`config.mk`:
```
export PLATFORM = sky130hd
export DESIGN_NAME = mem_arbiter
export DESIGN_NICKNAME = d
export VERILOG_FILES = /design/src/rtl/mem_arb_pkg.sv /design/src/rtl/mem_arb_timer.sv /design/src/rtl/mem_arbiter.sv
export SDC_FILE = /design/constraint.sdc
export NUM_CORES = 1
export LEC_CHECK = 0
export ABC_AREA = 1
export BUFFER_PORTS_ARGS = -buffer_cell sky130_fd_sc_hd__buf_2
export CORE_AREA = 3 3 103 105
export CTS_CLUSTER_SIZE = 14
export DETAILED_ROUTE_END_ITERATION = 16
export DIE_AREA = 0 0 106 108
export GPL_TIMING_DRIVEN = 1
export HOLD_SLACK_MARGIN = 0.06
export PLACE_DENSITY = 0.78
export SLEW_MARGIN = 20
export SYNTH_ARGS = -nofsm -noshare
export SYNTH_HDL_FRONTEND = slang
export SYNTH_SLANG_ARGS = --single-unit
```
`constraint.sdc`:
```
create_clock -name clk -period 4.5 [get_ports clk]
set_input_delay 0.9 -clock clk [delete_from_list [all_inputs] [get_ports clk]]
set_output_delay 0.9 -clock clk [all_outputs]
set_load 0.005 [all_outputs]
```
`src/rtl/mem_arb_pkg.sv`:
```
// mem_arb_pkg -- shared types and constants for the memory arbiter.
//   state_t : arbiter FSM states (IDLE / IFETCH / DATA)
//   owner_t : grant owner, remembered for anti-starvation
//   ERR_DATA: read data returned on a watchdog timeout
package mem_arb_pkg;

    typedef enum logic [1:0] {
        S_IDLE   = 2'd0,
        S_IFETCH = 2'd1,
        S_DATA   = 2'd2
    } state_t;

    typedef enum logic {
        OWN_IFETCH = 1'b0,
        OWN_DATA   = 1'b1
    } owner_t;

    localparam logic [31:0] ERR_DATA = 32'hDEADBEEF;

endpackage

```
`src/rtl/mem_arb_timer.sv`:
```
// mem_arb_timer -- busy-cycle watchdog for mem_arbiter.
// Only instantiated when MEM_ARB_TIMEOUT_EN is defined.
//   clk, rst_n : clock, async active-low reset
//   clear      : restart the count (transaction finished)
//   busy       : a transaction is outstanding this cycle
//   expired    : this busy cycle is the TIMEOUT-th without completion
module mem_arb_timer #(
    parameter int TIMEOUT = 255
) (
    input  logic clk,
    input  logic rst_n,
    input  logic clear,
    input  logic busy,
    output logic expired
);

    // cnt holds the number of busy cycles already elapsed, so the
    // TIMEOUT-th busy cycle sees cnt == TIMEOUT-1.
    localparam logic [15:0] LIMIT = 16'(TIMEOUT - 1);

    logic [15:0] cnt;

    always_ff @(posedge clk or negedge rst_n) begin
        if (!rst_n)
            cnt <= '0;
        else if (clear)
            cnt <= '0;
        else if (busy)
            cnt <= cnt + 16'd1;
    end

    assign expired = busy & (cnt == LIMIT);

endmodule

```
`src/rtl/mem_arbiter.sv`:
```
// mem_arbiter -- arbitrates a fetch port and a data port onto one memory
// port. One transaction at a time; data wins contention unless it won the
// previous grant. Optional watchdog with `define MEM_ARB_TIMEOUT_EN.
//   clk, rst_n                      : clock, async active-low reset
//   if_req/if_addr                  : fetch request in
//   if_rdata/if_ready               : fetch completion (ready is a pulse)
//   dm_req/dm_we/dm_addr/dm_wdata   : data request in
//   dm_rdata/dm_ready               : data completion (ready is a pulse)
//   mem_en/mem_we/mem_addr/mem_wdata: registered memory request
//   mem_rdata/mem_ack               : memory response
//   stall_if/stall_mem              : hazard-unit stalls
//   err                             : sticky watchdog timeout flag
module mem_arbiter
    import mem_arb_pkg::*;
#(
    parameter int ADDR_W  = 32,
    parameter int DATA_W  = 32,
    parameter int TIMEOUT = 255
) (
    input  logic              clk,
    input  logic              rst_n,
    input  logic              if_req,
    input  logic [ADDR_W-1:0] if_addr,
    output logic [DATA_W-1:0] if_rdata,
    output logic              if_ready,
    input  logic              dm_req,
    input  logic              dm_we,
    input  logic [ADDR_W-1:0] dm_addr,
    input  logic [DATA_W-1:0] dm_wdata,
    output logic [DATA_W-1:0] dm_rdata,
    output logic              dm_ready,
    output logic              mem_en,
    output logic              mem_we,
    output logic [ADDR_W-1:0] mem_addr,
    output logic [DATA_W-1:0] mem_wdata,
    input  logic [DATA_W-1:0] mem_rdata,
    input  logic              mem_ack,
    output logic              stall_if,
    output logic              stall_mem,
    output logic              err
);

    state_t      state;
    owner_t      last_grant;
    logic        busy;
    logic        expired;
    logic        done;
    logic        dm_wins;
    logic [DATA_W-1:0] rdata_sel;

    assign busy = (state != S_IDLE);

`ifdef MEM_ARB_TIMEOUT_EN
    mem_arb_timer #(.TIMEOUT(TIMEOUT)) u_timer (
        .clk     (clk),
        .rst_n   (rst_n),
        .clear   (done),
        .busy    (busy),
        .expired (expired)
    );

    always_ff @(posedge clk or negedge rst_n) begin
        if (!rst_n)
            err <= 1'b0;
        else if (expired)
            err <= 1'b1;
    end
`else
    assign expired = 1'b0;
    assign err     = 1'b0;
`endif

    // mem_ack outside a transaction is ignored because busy gates it.
    assign done = busy & (mem_ack | expired);

    // A real ack always takes precedence over the timeout error word.
    assign rdata_sel = mem_ack ? mem_rdata : DATA_W'(ERR_DATA);

    assign if_ready = (state == S_IFETCH) & done;
    assign dm_ready = (state == S_DATA)   & done;
    assign if_rdata = if_ready ? rdata_sel : '0;
    assign dm_rdata = dm_ready ? rdata_sel : '0;

    assign stall_if  = if_req & ~if_ready;
    assign stall_mem = dm_req & ~dm_ready;

    // Data wins contention unless it also won the previous grant.
    assign dm_wins = dm_req & (~if_req | (last_grant == OWN_IFETCH));

    always_ff @(posedge clk or negedge rst_n) begin
        if (!rst_n) begin
            state      <= S_IDLE;
            last_grant <= OWN_IFETCH;
            mem_en     <= 1'b0;
            mem_we     <= 1'b0;
            mem_addr   <= '0;
            mem_wdata  <= '0;
        end else begin
            case (state)
                S_IDLE: begin
                    if (dm_wins) begin
                        state      <= S_DATA;
                        last_grant <= OWN_DATA;
                        mem_en     <= 1'b1;
                        mem_we     <= dm_we;
                        mem_addr   <= dm_addr;
                        mem_wdata  <= dm_wdata;
                    end else if (if_req) begin
                        state      <= S_IFETCH;
                        last_grant <= OWN_IFETCH;
                        mem_en     <= 1'b1;
                        mem_we     <= 1'b0;
                        mem_addr   <= if_addr;
                        mem_wdata  <= '0;
                    end
                end
                S_IFETCH, S_DATA: begin
                    // Request drops are ignored; only completion ends it.
                    if (done) begin
                        state  <= S_IDLE;
                        mem_en <= 1'b0;
                        mem_we <= 1'b0;
                    end
                end
                default: begin
                    state  <= S_IDLE;
                    mem_en <= 1'b0;
                    mem_we <= 1'b0;
                end
            endcase
        end
    end

endmodule

```
==> metrics.csv, run 1 <==
metric,value,unit
register area share after synthesis,47.9,%
first-pass GRT wire length,17.5,mm
Arrival @ worst endpoint,2.08,ns
Synth top cells by count,"nand2_1, dfrtp_1, nor2_1",
type of the worst min-delay path,register to register,
synth top area cells,"dfrtp_1, nand2_1, nor2_1",
Yosys top cell by area,dfrtp_1,
internal cell power,0.00171,W
number of synthesized flops with an enable pin,0,
top-count cell post-synth,nand2_1,
Comb pwr share,42.6,%
initial antenna violation count,3,
row cnt,36,
vias in the first global route,3579,
"Top FF cell, synth",dfrtp_1,
Synth Instances,527,
CTS tree,yes,
status,finished clean,
Detail Route Antenna Nets,0,
initial core utilization,37.0,%
Multi-input gate area,1540,um2
PwrDens,545,nW/um2
core area,9730,um2
Max Slew Vio Count,0,
setup TNS,0,ns
Resize count post-CTS,0,
setup violators final,0,
DP HPWL,8.95,mm
Mean Syn Cell Area,6.84,um2
clock network fraction of total power,20.1,%
CTS max path bufs,2,
CTS Hold Buffers Added,0,
register bit count reported by yosys,69,
R2R Path Start,last_grant,
H-tree Lvls,3,
Synth warnings,0,
Static Leak,3.51,nW
fraction of layout cells with a size suffix above 1,37.2,%
Crit Path Class,register to primary output,
total iterations of the first detailed-routing run,5,
syn_nets,664,
Total GRT Usage,19.4,%
unrepaired setup endpoints after global routing,false,
final instance area,5190,um2
fmax,336,MHz
chip height,108,um
fillers,1008,
sequential power share,37.3,%
Final Hold Viols,0,
detailed-route vias per instance,4.29,
switching power total,0.00112,W
detailed-route via count,3938,
Port Buf Inserts,267,
worst vdd ir,256,uV
Slew HR,35.7,%
worst skew pair latency,0.33,ns
Area after DPL,4940,um2
Slew @ Worst Pin,0.964,ns
post-synth top area share,47.9,%
Total Wirelength,11.5,mm
DRT iter0 DRCs,280,
switching share of total power,39.6,%
crit end category,primary output,
Crit path required time,3.60,ns
largest net degree at the start of global routing,66,
P&R area growth vs syn,44.0,%
Cell variety after synth,15,
total power,0.00283,W
Final period util,66.1,%
wire per inst,12.5,um
Layout Skew,0.0120,ns
die footprint,11400,um2
crit-path max FO,34,
Root Driver,clkbuf_8,
clk sinks,69,
Overflow after GRT,0,
num ports,269,
"Setup Fix Bufs, Post-CTS",0,
Post-Syn Area,3600,um2
"Reg clk slew, reported paths",0.08,ns
ys async rst share,100,%
Residual DRC,0,
CTS Buf Count,9,
crit path launch type,register,
GPL Wtd Cong,0.914,
Crit. Startpoint,state[0],
min Tclk post-route,2.98,ns
maxcap violations,0,
Hold Crit Start,mem_wdata[18],
Die X,106,um
register area,1730,um2
fin nets,914,
[metal layers]
metal  routed length (um)  GRT usage (%)  up-vias
li1                     -              -     2055
met1                 4310           21.4     1705
met2                 6200           36.7      165
met3                  781           3.64       13
met4                  223           7.86        0
met5                    0              0        -
[power by group through the flow]
stage | sequential (W) | combinational, W | clock (W)
after global placement | 0.00105 | 0.00120 | 0
after floorplan | 0.00109 | 0.000696 | 0
after CTS | 0.00105 | 0.00123 | 0.000588
after detailed placement | 0.00106 | 0.00123 | 0
after global routing | 0.00109 | 0.00138 | 0.000614
final | 0.00105 | 0.00120 | 0.000568
[logic make-up (layout without fill, tap and decap cells)]
kind of cell / Yosys count / in the layout / synth area share [%]
adders and majority gates: 3 / 3 / 1.04
buffers and inverters: 74 / 329 / 9.62
DFF: 69 / 69 / 47.9
other: 1 / 4 / 0.104
and+or+nand+nor: 380 / 380 / 41.3
[flip-flops by register name, summed over array words and instances (netlist names)]
signal	cells
state	2
mem_addr	32
mem_we	1
mem_wdata	32
last_grant	1
mem_en	1
[cell usage in the layout, fill, tap and decap left out]
master      synthesis  final
clkinv_4            0      2
inv_6               0      1
ha_1                3      3
nand2_1           274    274
inv_1              43     43
diode_2             0      3
bufinv_16           0      2
clkinvlp_4          0      1
inv_2               1      1
nand3_1            37     35
conb_1              1      1
clkbuf_8            0     10
nand2_2             2      2
buf_4               1      2
nand3_2             0      2
nand2_4             1      1
dfrtp_1            69     69
nor2_1             65     65
buf_2              16    267
nand4_1             1      1
[path summary, 6_finish.rpt]
path | slack, ns | end | depth (start not counted)
setup / recovery | 1.52 | if_rdata[16] | 6
hold reg to reg | 0.47 | mem_wdata[18] | 2
min in group asynchronous | 0.59 | mem_wdata[18] | 1
hold / removal | 0.47 | mem_wdata[18] | 2
setup reg to reg | 2.24 | mem_addr[6] | 7
max in group asynchronous | 2.94 | mem_addr[30] | 2
[area by class of cell]
class	count	area share, %
repair buffers	269	26.0
flip-flops and latches	69	33.3
multi-input cells	384	29.7
clock inverters	6	1.81
well taps	133	3.21
diodes	3	0.145
clock buffers	10	2.65
inverters	44	3.18
[stage by stage]
stage | std cells | utilization (%) | hold WS, ns | setup WS, ns
6_report | 918 | 53.3 | 0.468 | 1.52
5_1_grt | 918 | 53.3 | 0.488 | 1.26
3_3_place_gp | 899 | 50.8 | 0.449 | 1.39
2_1_floorplan | 527 | - | 0.461 | 2.12
3_5_place_dp | 899 | 50.8 | 0.453 | 1.35
4_1_cts | 915 | 53.1 | 0.473 | 1.16
[worst max-delay path: stages, from the launching register on]
cell and delay [ns]:
dfrtp_1 0.38, inv_1 0.07, ha_1 0.27, inv_1 0.13, nand3_2 0.48, nor2_1 0.27, buf_2 0.15
Power figures use the tool's default switching activity.
==> run 2, diff against run 1 <==
--- a/config.mk
+++ b/config.mk
@@ -7,13 +7,13 @@
 export LEC_CHECK = 0
 export ABC_AREA = 1
 export BUFFER_PORTS_ARGS = -buffer_cell sky130_fd_sc_hd__buf_2
-export CORE_AREA = 3 3 103 105
+export CORE_MARGIN = 3
+export CORE_UTILIZATION = 37
 export CTS_CLUSTER_SIZE = 14
 export DETAILED_ROUTE_END_ITERATION = 16
-export DIE_AREA = 0 0 106 108
 export GPL_TIMING_DRIVEN = 1
 export HOLD_SLACK_MARGIN = 0.06
-export PLACE_DENSITY = 0.78
+export PLACE_DENSITY = 0.82
 export SLEW_MARGIN = 20
 export SYNTH_ARGS = -nofsm -noshare
 export SYNTH_HDL_FRONTEND = slang
==> constraint.sdc (replaced) <==
create_clock -name clk -period 2.5 [get_ports clk]
set_input_delay 0.5 -clock clk [delete_from_list [all_inputs] [get_ports clk]]
set_output_delay 0.5 -clock clk [all_outputs]
set_load 0.005 [all_outputs]
==> run 2 against run 1 <==
Compared with the run above:
- design area is 1.3% higher
- register-to-register slack worse by 1.3 ns
- via count is 1.5% higher
- total power is 86% higher
- die area is 4.3% lower
- routed wire length is 0.47% higher
- largest cell class unchanged
==> metrics.csv, run 2 (same netlist as run 1, synthesis figures left out) <==
metric,value,unit,change
Overflow after GRT,0,,unchanged
chip height,105,um,-3.1%
wire per inst,12.6,um,+0.25%
internal cell power,0.00327,W,+91%
crit path launch type,register,,
maxcap violations,0,,unchanged
die footprint,11000,um2,-4.3%
Resize count post-CTS,0,,unchanged
worst skew pair latency,0.33,ns,about the same
switching power total,0.00199,W,+78%
largest net degree at the start of global routing,39,,-41%
fraction of layout cells with a size suffix above 1,37.4,%,+0.18 points
reg2reg end,mem_addr[11],,
Final period util,92.2,%,
DP HPWL,9.36,mm,+4.6%
crit end category,primary output,,
switching share of total power,37.9,%,-1.7 points
total iterations of the first detailed-routing run,4,,-1
R2R Path Start,last_grant,,
Slew @ Worst Pin,0.521,ns,-0.443 ns
CTS tree,yes,,
unrepaired setup endpoints after global routing,false,,
setup TNS,0,ns,unchanged
type of the worst min-delay path,input pin to asynchronous set/reset pin,,
PwrDens,1000,nW/um2,+84%
fillers,967,,-4.1%
detailed-route vias per instance,4.35,,+1.3%
Detail Route Antenna Nets,0,,unchanged
status,finished clean,,
sequential power share,36.1,%,-1.2 points
met1 usage,22.7,%,+1.3 points
Total Wirelength,11.6,mm,+0.47%
r2r worst-path depth,7,,unchanged
first-pass GRT wire length,18.3,mm,+4.2%
crit-path max FO,33,,-2.9%
setup violators final,0,,unchanged
CTS max path bufs,2,,unchanged
Final Hold Viols,0,,unchanged
Area after DPL,4990,um2,+0.96%
Static Leak,3.56,nW,+1.4%
fin nets,921,,+0.77%
CTS Buf Count,9,,unchanged
fmax,434,MHz,
Crit Path Class,register to primary output,,
Slew HR,65.2,%,+30 points
initial core utilization,38.4,%,+1.4 points
busiest grt layer,met2,,
"Setup Fix Bufs, Post-CTS",0,,unchanged
detailed-route via count,3998,,+1.5%
CTS Hold Buffers Added,0,,unchanged
Root Driver,clkbuf_8,,
GR Util met3,4.88,%,+1.2 points
DRT iter0 DRCs,248,,-11%
met2 usage,38.3,%,+1.6 points
Max Slew Vio Count,0,,unchanged
GPL Wtd Cong,0.875,,-4.2%
Port Buf Inserts,267,,unchanged
Layout Skew,0.00857,ns,-0.00343 ns
"commonest cells after routing, fill and taps aside","nand2_1, buf_2, dfrtp_1",,
worst vdd ir,648,uV,+150%
row cnt,35,,-2.8%
Die X,105,um,-1.3%
clk sinks,69,,unchanged
vias in the first global route,3793,,+6.0%
Total GRT Usage,20.5,%,+1.1 points
P&R area growth vs syn,45.8,%,
clock network fraction of total power,22.3,%,+2.2 points
Comb pwr share,41.6,%,-1.0 points
"Reg clk slew, reported paths",0.08,ns,about the same
final instance area,5250,um2,+1.3%
r2r setup slk,0.90,ns,-1.34 ns
num ports,269,,unchanged
core area,9370,um2,-3.7%
Arrival @ worst endpoint,1.80,ns,-0.28 ns
min Tclk post-route,2.30,ns,
top flop regs,"mem_addr x32, mem_wdata x32, state x2",,
"commonest non-fill, non-tap cell in the layout",nand2_1,,
Crit path required time,2.00,ns,-1.60 ns
Residual DRC,0,,unchanged
initial antenna violation count,2,,-1
H-tree Lvls,3,,unchanged
run 2: changes by cell type in the layout (fill, tap and decap cells not counted), moves of 2 or more:
| cell | previous run | this run |
|---|---|---|
| nand3_2 | 2 | 0 |
| buf_4 | 2 | 9 |
| nand3_1 | 35 | 37 |
| bufinv_16 | 2 | 4 |
| clkinv_4 | 2 | 0 |
run 2: power by group through the flow:
stage | registers (W) | logic [W] | clock network, W
2_1_floorplan | 0.00196 | 0.00125 | 0
3_3_place_gp | 0.00189 | 0.00217 | 0
3_5_place_dp | 0.00191 | 0.00224 | 0
4_1_cts | 0.00190 | 0.00223 | 0.00120
5_1_grt | 0.00197 | 0.00251 | 0.00126
6_report | 0.00190 | 0.00219 | 0.00117
run 2: critical path, stage by stage (launching register included):
cell and delay, ns:
dfrtp_1 0.40, inv_1 0.09, ha_1 0.25, inv_1 0.09, nand3_1 0.10, buf_4 0.31, nor2_1 0.09, buf_2 0.14
run 2: through the flow:
| step | hold WS [ns] | std cells | power [W] | setup WS, ns | util, % |
|---|---|---|---|---|---|
| finish | 0.0725 | 920 | 0.00526 | 0.196 | 56.0 |
| global route | 0.0773 | 920 | 0.00574 | 0.0414 | 56.0 |
| CTS | 0.0655 | 918 | 0.00533 | 0.195 | 56.0 |
| detailed placement | 0.441 | 902 | 0.00415 | 0.579 | 53.2 |
| global placement | 0.439 | 902 | 0.00406 | 0.610 | 53.2 |
| floorplan | 0.204 | 527 | 0.00321 | 0.730 | - |
run 2: cell type report:
cell class | count | area [um2] | share of cell area, %
Sequential cell | 69 | 1730 | 32.9
Multi-Input combinational cell | 384 | 1530 | 29.1
Timing Repair Buffer | 276 | 1400 | 26.7
Inverter | 44 | 165 | 3.14
Tap cell | 129 | 161 | 3.07
Clock inverter | 6 | 134 | 2.55
Clock buffer | 10 | 128 | 2.43
Antenna cell | 2 | 5.00 | 0.0953
run 2: layer usage:
| metal | vias up | wire [um] |
|---|---|---|
| met4 | 0 | 220 |
| met3 | 19 | 848 |
| met2 | 173 | 6150 |
| li1 | 2070 | - |
| met1 | 1736 | 4350 |
| met5 | - | 0 |
run 2: how the worst max path moves through the flow:
stage | from | endpoint | slack [ns]
2_1_floorplan | state[0] | dm_rdata[10] | 0.73
3_3_place_gp | state[0] | stall_mem | 0.61
3_5_place_dp | state[0] | stall_mem | 0.58
4_1_cts | state[0] | stall_mem | 0.19
5_1_grt | state[0] | stall_mem | 0.04
6_report | state[0] | if_rdata[16] | 0.20
